File: src/rtl/synch_pipe_if.sv
// Signal bundle for synch_pipe: stage-0 input side and last-stage output side.
// CW is derived from DEPTH here so both ends agree on the fill counter width.
interface synch_pipe_if #(
  parameter int unsigned F     = 18,
  parameter int unsigned DEPTH = 1
);
  localparam int unsigned CW = (DEPTH < 1) ? 1 : $clog2(DEPTH + 1);

  logic          enable;
  logic          flush;
  logic [F-1:0]  D;
  logic          d_valid;
  logic [F-1:0]  Q;
  logic          q_valid;
  logic [CW-1:0] fill_cnt;

  modport master (
    output enable, flush, D, d_valid,
    input  Q, q_valid, fill_cnt
  );

  modport slave (
    input  enable, flush, D, d_valid,
    output Q, q_valid, fill_cnt
  );
endinterface

File: src/rtl/synch_pipe.sv
// DEPTH-stage enable-gated register chain with per-stage valid bits, flush and fill count.
// DEPTH = 0 degenerates to a combinational bypass.
module synch_pipe #(
  parameter int unsigned F            = 18,
  parameter int unsigned DEPTH        = 1,
  parameter bit          ZERO_INVALID = 1'b0
) (
  input logic         clk,
  input logic         reset,
  synch_pipe_if.slave bus
);
  localparam int unsigned CW = (DEPTH < 1) ? 1 : $clog2(DEPTH + 1);

  logic [F-1:0]  q_raw;
  logic          q_vld;
  logic [CW-1:0] cnt_o;

  if (DEPTH == 0) begin : g_bypass
    logic unused_ctrl;
    assign q_raw       = bus.D;
    assign q_vld       = bus.d_valid;
    assign cnt_o       = '0;
    assign unused_ctrl = ^{clk, reset, bus.enable, bus.flush};
  end else begin : g_pipe
    logic [DEPTH-1:0][F-1:0] data_q, data_d;
    logic [DEPTH-1:0]        vld_q, vld_d;
    logic [CW-1:0]           cnt_q, cnt_d;

    for (genvar k = 0; k < DEPTH; k++) begin : g_stage
      logic [F-1:0] data_in;
      logic         vld_in;
      if (k == 0) begin : g_head
        assign data_in = bus.D;
        assign vld_in  = bus.d_valid;
      end else begin : g_body
        assign data_in = data_q[k-1];
        assign vld_in  = vld_q[k-1];
      end
      // Flush only kills valid bits; data still shifts when enabled.
      assign data_d[k] = bus.enable ? data_in : data_q[k];
      assign vld_d[k]  = bus.flush ? 1'b0 : (bus.enable ? vld_in : vld_q[k]);
    end

    always_comb begin
      cnt_d = cnt_q;
      if (bus.flush) begin
        cnt_d = '0;
      end else if (bus.enable) begin
        cnt_d = cnt_q + CW'(bus.d_valid) - CW'(vld_q[DEPTH-1]);
      end
    end

    always_ff @(posedge clk) begin
      if (reset) begin
        data_q <= '0;
        vld_q  <= '0;
        cnt_q  <= '0;
      end else begin
        data_q <= data_d;
        vld_q  <= vld_d;
        cnt_q  <= cnt_d;
      end
    end

    assign q_raw = data_q[DEPTH-1];
    assign q_vld = vld_q[DEPTH-1];
    assign cnt_o = cnt_q;
  end

  always_comb begin
    bus.Q = q_raw;
    if (ZERO_INVALID && !q_vld) begin
      bus.Q = '0;
    end
  end

  assign bus.q_valid  = q_vld;
  assign bus.fill_cnt = cnt_o;
endmodule

File: src/flat_wrapper.sv
// flat-port wrapper written by rule: the top's interface ports become plain ports
module synch_pipe_flat 
#(
  parameter int unsigned F            = 18,
  parameter int unsigned DEPTH        = 1,
  parameter bit          ZERO_INVALID = 1'b0
)
  (clk, reset, bus_enable, bus_flush, bus_D, bus_d_valid, bus_Q, bus_q_valid, bus_fill_cnt);
  synch_pipe_if #(.F(F), .DEPTH(DEPTH)) bus_i ();
  input logic clk;
  input logic reset;
  input wire logic [$bits(bus_i.enable)-1:0] bus_enable;
  input wire logic [$bits(bus_i.flush)-1:0] bus_flush;
  input wire logic [$bits(bus_i.D)-1:0] bus_D;
  input wire logic [$bits(bus_i.d_valid)-1:0] bus_d_valid;
  output wire logic [$bits(bus_i.Q)-1:0] bus_Q;
  output wire logic [$bits(bus_i.q_valid)-1:0] bus_q_valid;
  output wire logic [$bits(bus_i.fill_cnt)-1:0] bus_fill_cnt;
  assign bus_i.enable = bus_enable;
  assign bus_i.flush = bus_flush;
  assign bus_i.D = bus_D;
  assign bus_i.d_valid = bus_d_valid;
  assign bus_Q = bus_i.Q;
  assign bus_q_valid = bus_i.q_valid;
  assign bus_fill_cnt = bus_i.fill_cnt;
  synch_pipe #(.F(F), .DEPTH(DEPTH), .ZERO_INVALID(ZERO_INVALID)) u_core (.clk(clk), .reset(reset), .bus(bus_i));
endmodule
File: config.mk
export PLATFORM = sky130hd
export DESIGN_NAME = synch_pipe_flat
export DESIGN_NICKNAME = d
export VERILOG_FILES = /design/src/rtl/synch_pipe_if.sv /design/src/rtl/synch_pipe.sv /design/src/flat_wrapper.sv
export SDC_FILE = /design/constraint.sdc
export NUM_CORES = 1
export LEC_CHECK = 0
export ABC_AREA = 0
export BUFFER_PORTS_ARGS = -buffer_cell sky130_fd_sc_hd__buf_4
export CAP_MARGIN = 5
export CORE_MARGIN = 3
export CORE_UTILIZATION = 37
export DETAILED_ROUTE_END_ITERATION = 12
export HOLD_SLACK_MARGIN = 0.08
export PLACE_DENSITY = 0.69
export SLEW_MARGIN = 15
export SYNTH_ARGS = -nofsm -noshare
export SYNTH_HDL_FRONTEND = slang
export SYNTH_SLANG_ARGS = --single-unit
File: constraint.sdc
create_clock -name clk -period 0.95 [get_ports clk]
set_input_delay 0 -clock clk [delete_from_list [all_inputs] [get_ports clk]]
set_output_delay 0 -clock clk [all_outputs]
set_load 0.01 [all_outputs]
# After elaboration in Yosys (flattened, before gate mapping)
# Index checks and enable logic that the tools add are counted.
# word_totals
wordCells	6
latch_bits	0
inputBits	23
ramBits	0
romBits	0
register_bits	20
output_inout_bits	20
memories	0
# classes
n_shift	0
n_reduce_logical	1
n_bitwise	0
order_cmp	0
mul	0
addsub	2
n_eq_ne	0
n_div	0
muxes	0
# op_table
op	count
2-bit OR reduction	1
1-bit adder	1
1-bit subtractor	1

# Longest topological paths before layout
# Gate-level depths: netlist of the first run.
# depth
depth_word	2
ltp_mapped	3
depth_no_buf	3

# Worst setup path before layout of the first run
# OpenSTA, ideal clock, no wires.
# synth_path
kind	reg-to-reg
start	register u_core.g_pipe.vld_q (netlist: u_core.bus.q_valid)
end	register u_core.g_pipe.cnt_q (netlist: u_core.bus.fill_cnt)
period_less_slack_ns	1.042
path_buffers	0
path_stages_with_launch	4
path_slack_ns	-0.092
setup_time_ns	0.059
required_time_ns	0.891
arrival_time_ns	0.983
path_cell_list	dfxtp_1 -> xor2_1 -> a2111oi_2 -> a31o_1
# synth_via
elab_chain_cells	1
# synth_rtl
item	line_no	text
start, declared	synch_pipe.sv:26	logic [DEPTH-1:0] vld_q, vld_d;
start signal, assigned	synch_pipe.sv:60	vld_q <= vld_d;
1-bit subtractor	synch_pipe.sv:49	cnt_d = cnt_q + CW'(bus.d_valid) - CW'(vld_q[DEPTH-1]);
end signal, assigned	synch_pipe.sv:61	cnt_q <= cnt_d;
end, declared	synch_pipe.sv:27	logic [CW-1:0] cnt_q, cnt_d;
# No other way between the ends.
# A chain may end at the register's enable or synchronous reset.

# Worst setup path in the final report of the first run
# Same ends and word-level chain as after synthesis.

==> results of run 1 <==
through the flow:
| stage | hold slack (ns) | area, um^2 | utilization (%) | setup TNS (ns) |
|---|---|---|---|---|
| global placement | 0.1913 | 1052 | 58.40 | 0 |
| floorplan | 0.07184 | 730.7 | - | 0 |
| CTS | 0.1104 | 1326 | 73.61 | -0.8317 |
| global route | 0.1566 | 1341 | 74.44 | -0.1093 |
| detailed placement | 0.1958 | 1052 | 58.40 | -0.05237 |
| finish | 0.1436 | 1341 | 74.44 | -0.05066 |
worst max-delay path, delay by kind of cell, from the launching register on:
kind                      cells  cell delay, ns
AOI/OAI and AO/OA             2            0.44
xor gates and xnor gates      1            0.16
DFF                           1            0.35
layer usage:
layer	track usage, %	share of wire (%)
met3	3.561	4.6
met5	0	0
met2	33.26	57
met4	5.381	0.83
met1	18.03	38
state kept, by name (all words and copies together), names as in the netlist:
register,cells
u_core.bus.Q,18
u_core.bus.fill_cnt,1
u_core.bus.q_valid,1
logic make-up after synthesis:
group / Yosys count
mux: 19
simple gates: 20
flops: 20
buf+inv: 5
xor+xnor: 1
compound gates: 2
cell usage after synthesis:
master	instances	area (um^2)
dfxtp_1	20	400.4
mux2i_1	19	190.2
nor2_1	18	67.56
buf_2	2	10.01
buf_4	2	15.01
nor3_1	2	10.01
a2111oi_2	1	15.01
a31o_1	1	8.760
inv_1	1	3.750
xor2_1	1	8.760
power by group through the flow:
stage               clock network, W  registers, W  logic [W]
detailed placement                 0      0.000930   0.000285
floorplan                          0      0.000952   0.000106
global route                0.000528      0.000921   0.000401
finish                      0.000483      0.000912   0.000369
global placement                   0      0.000929   0.000280
CTS                         0.000503      0.000912   0.000362
timing repair:
item	CTS	global route
hold buffers	23	0
setup endpoints to repair	1	20
gates resized for setup	1	2
endpoints found under the hold margin	20	0
setup buffers	0	0
cells in the final DEF, fill, tap and decap left out, drive strengths merged, types with 2 or more instances in the layout:
master / instances
nor2: 18
buf: 42
dfxtp: 20
mux2i: 19
clkbuf: 4
nor3: 2
dlygate4sd3: 22
path summary, 6_finish.rpt:
check                     startpoint                  end  slack [ns]  cells past startpoint
hold reg to reg      u_core.bus.Q[1]      u_core.bus.Q[1]        0.51                      2
setup reg to reg  u_core.bus.q_valid  u_core.bus.fill_cnt       -0.05                      3
setup / recovery  u_core.bus.q_valid  u_core.bus.fill_cnt       -0.05                      3
hold / removal           bus_d_valid  u_core.bus.fill_cnt        0.14                      3
cell type report:
class	instances	share of cell area (%)
repair buffers	65	40.86
flip-flops and latches	20	29.94
multi-input cells	42	23.88
clock buffers	4	2.705
well taps	25	2.332
inverters	1	0.2798
==> results.toml, run 1 <==
[final_layout]
syn_to_final_growth_pct = 83.88
antenna_cells = 0
multi_input_area_um2 = 320.3
fill_cells = 145
drive_gt1_share_pct = 37.12
fin_nets = 156
ff_latch_area_um2 = 401.6
stdcell_count = 157

[global_routing]
gr-total-overflow = 0
grt_pass1_wl_um = 3346
grt_start_max_net_pins = 22
grt_pass1_vias = 762
grt_usage_pct = 17.13
grt_antenna_before_repair = 0

[power]
vdd_drop_max_mv = 1.201
power_w = 0.001765
clkPwrFrac_pct = 27.4
internal_power_w = 0.001348
total_leakage_power_nw = 0.6597
p_comb_share_pct = 20.9
swShare_pct = 23.62
net-switching-power_w = 0.0004169
p_seq_share_pct = 51.7
power.density_mw_per_mm2 = 1316

[outcome]
violations = "setup timing"
status = "finished, violations left"

[clocking]
htreeDepth = 1
cts_tree = "done"
cts.clk_slew.worst_paths_ns = 0.10
clk_path_buf_depth = 2
insertion_delay_ns = 0.29
cts.sinks = 20
cts_root_buf = "clkbuf_4"
cts_made_buffers = 3

[critical_path]
arrival_ns = 1.24
end_kind = "flip-flop"
max_stage_delay_ns = 0.35
cp_max_fo = 3
path_cells = "xor2_2, a2111oi_4, a31o_1"
slowest_stage = "dfxtp_2"
worstSetupStartpointType = "flip-flop"
cp.required_ns = 1.19
crit_type = "flip-flop to flip-flop"

[sta]
fin_crit_sh_pct = 105.3
finalMaxSlewViolations = 0
max_slew_margin_pct = 54.85
worstMarginPinSlew_ns = 0.6773
clock.fmax_mhz = 999.3
clock-skew-final_ns = 0.000008465
setup_violations = 1
hold_viol = 0
rsz0062_at_grt = "true"
finalCriticalPeriod_ns = 1.001
setup_ws_ns = -0.05066

[routing]
vias = 712
drtAntennaViolNets = 0
wl_per_cell_um = 12.26
drt_iter0_markers = 1
drc_errors = 0
wl_um = 1925
vias_per_cell = 4.535
drtPass1Iterations = 2

[yosys]
synthCells = 67
synth_top_family_by_area = "multiplexers"
synth_compound_area_share_pct = 3.259
synthesis.nets = 90
synth-adder-area-share_pct = 0
synth-seq-cells = 20
synthSimpleGateAreaFrac_pct = 10.63
synth_mux_area_share_pct = 26.07
avgSynthCellArea_um2 = 10.89
synth_xor_area_share_pct = 1.201
yosys.cell_types.count = 10
syn_area_um2 = 729.5
ys_warn_count = 0
synth-seq-area-share_pct = 54.89

[place]
gp_congestion = 0.6452
pre_cts_slack_ns = -0.05237
place_hpwl_um = 1175
port_buffers = 42
dp_cells = 130

[floorplanning]
rows = 15
start_util_pct = 40.49
core_area_mm2 = 0.001802
ios = 43
die_area_mm2 = 0.002540
die-width_um = 50.40
fp.dieH_um = 50.40

[run]
drv_cap = 0

[min_path]
hold_class = "input pin to flip-flop"
(Power assumes the default switching activity.)
==> run 2, diff against run 1 <==
Settings changed: CORE_ASPECT_RATIO from default to 1.2, CORE_UTILIZATION 37 to 44, PLACE_DENSITY 0.69 to 0.78.
Clock period 0.95 ns to 1.2 ns, I/O delays scaled along.
==> results.toml, run 2 (synthesized netlist as in run 1, its figures left out) <==
[outcome]
status = "finished, final reports clean"

[final_layout]
final_cell_mix = "42 x buf_4, 22 x dlygate4sd3_1, 20 x dfxtp_1"
ff_latch_area_um2 = 400.4
fin_nets = 155
fill_cells = 77
syn_to_final_growth_pct = 75.99
stdcell_count = 147
largest_reg_flops = 18
antenna_cells = 0
drive_gt1_share_pct = 35.38
multi_input_area_um2 = 300.3
utilization_pct = 85.50
mostFrequentLayoutCell = "buf_4"

[sta]
setup_violations = 0
finalMaxSlewViolations = 0
worstMarginPinSlew_ns = 0.4554
fin_setup_tns_ns = 0
hold_viol = 0
rsz0062_at_grt = "false"
finalCriticalPeriod_ns = 1.128
clock-skew-final_ns = 0.0001207
clock.fmax_mhz = 886.2
setup_ws_ns = 0.07158
fin_crit_sh_pct = 94.03
max_slew_margin_pct = 69.54

[critical_path]
path_cells = "dlygate4sd3_1, buf_4, xor2_1, a2111oi_2, a31o_1"
slowest_stage = "dlygate4sd3_1"
cp_max_fo = 2
worstReg2RegEnd = "u_core.bus.fill_cnt"
arrival_ns = 1.36
end_kind = "flip-flop"
reg2regPathDepth = 3
worstSetupStartpointType = "input pin"
r2r-start = "u_core.bus.q_valid"
crit_type = "input pin to flip-flop"
critPathLaunch = "bus_d_valid"
critPathBufInv = 2
worstSetupPathDepth = 5
path_delay_family = "buffers and inverters"
cp.required_ns = 1.43
max_stage_delay_ns = 0.53
endpoint = "u_core.bus.fill_cnt"
r2r_slack_ns = 0.09

[power]
power.density_mw_per_mm2 = 1026
vdd_drop_max_mv = 0.9474
total_leakage_power_nw = 0.6379

[floorplanning]
core_area_mm2 = 0.001501
ios = 43
fp.dieH_um = 50.60
die_area_mm2 = 0.002184
rows = 15
die-width_um = 43.17
start_util_pct = 48.58

[global_routing]
gr-total-overflow = 0
grt_util_met3_pct = 6.452
gr-usage-met2_pct = 39.90
grt_usage_pct = 22.26
grt_pass1_wl_um = 3670
grt_start_max_net_pins = 22
grt_antenna_before_repair = 0
gr-max-usage-layer = "met2"
grt_pass1_vias = 809
grt_use_met1_pct = 23.06

[clocking]
cts.sinks = 20
cts_tree = "done"
cts_root_buf = "clkbuf_4"
clk_path_buf_depth = 2
htreeDepth = 1
cts.clk_slew.worst_paths_ns = 0.09
insertion_delay_ns = 0.28
cts_made_buffers = 3

[place]
port_buffers = 42
gp_congestion = 0.6091
place_hpwl_um = 1137
dp_cells = 122
pre_cts_slack_ns = 0.1204

[min_path]
hold_class = "input pin to flip-flop"
worstHoldStart = "reset"

[run]
drv_cap = 0

[routing]
drc_errors = 0
drtAntennaViolNets = 0
vias_per_cell = 4.980
drt_iter0_markers = 3
wl_per_cell_um = 14.79
wl_um = 2174
drtPass1Iterations = 4
vias = 732
## run 2: how the worst min path moves through the flow
stage,end,slack [ns],cells past startpoint
floorplan,u_core.bus.q_valid,0.08,1
global placement,u_core.bus.q_valid,0.19,2
detailed placement,u_core.bus.q_valid,0.20,2
CTS,u_core.bus.fill_cnt,0.15,3
global route,u_core.bus.fill_cnt,0.08,3
finish,u_core.bus.fill_cnt,0.09,3
## run 2: area by class of cell
class                   count  share of cell area, %
inverters                   1                 0.2924
repair buffers             64                  41.72
well taps                  17                  1.657
multi-input cells          42                  23.39
flip-flops and latches     20                  31.19
clock buffers               3                  1.754
## run 2: per-stage QoR
step	total power (W)	hold WS, ns	instance area (um^2)
floorplan	0.0008374	0.07931	729.5
global placement	0.0009543	0.1938	1041
detailed placement	0.0009604	0.2028	1041
CTS	0.001327	0.1528	1344
global route	0.001379	0.08315	1284
finish	0.001317	0.08607	1284
## run 2: per-layer routing
metal	vias up	share of wire [%]
met5	-	0
met4	0	2.7
li1	350	-
met3	8	9.3
met2	47	50
met1	327	38
## run 2: worst reg2reg max path, cell delays in order (launching register included)
cell and delay (ns):
dfxtp_1 0.34, xor2_1 0.19, a2111oi_2 0.38, a31o_1 0.15
## run 2: repair_timing
item | in CTS | in global routing
resized for setup | 0 | 0
setup endpoints to repair | 0 | 7
hold buffers | 28 | 1
endpoints found under the hold margin | 20 | 7
buffers inserted | 0 | 0
## run 2: where the power goes
part	internal [W]	switching (W)
Sequential	0.000702	0.0000221
Combinational	0.000176	0.000115
Clock	0.000117	0.000186
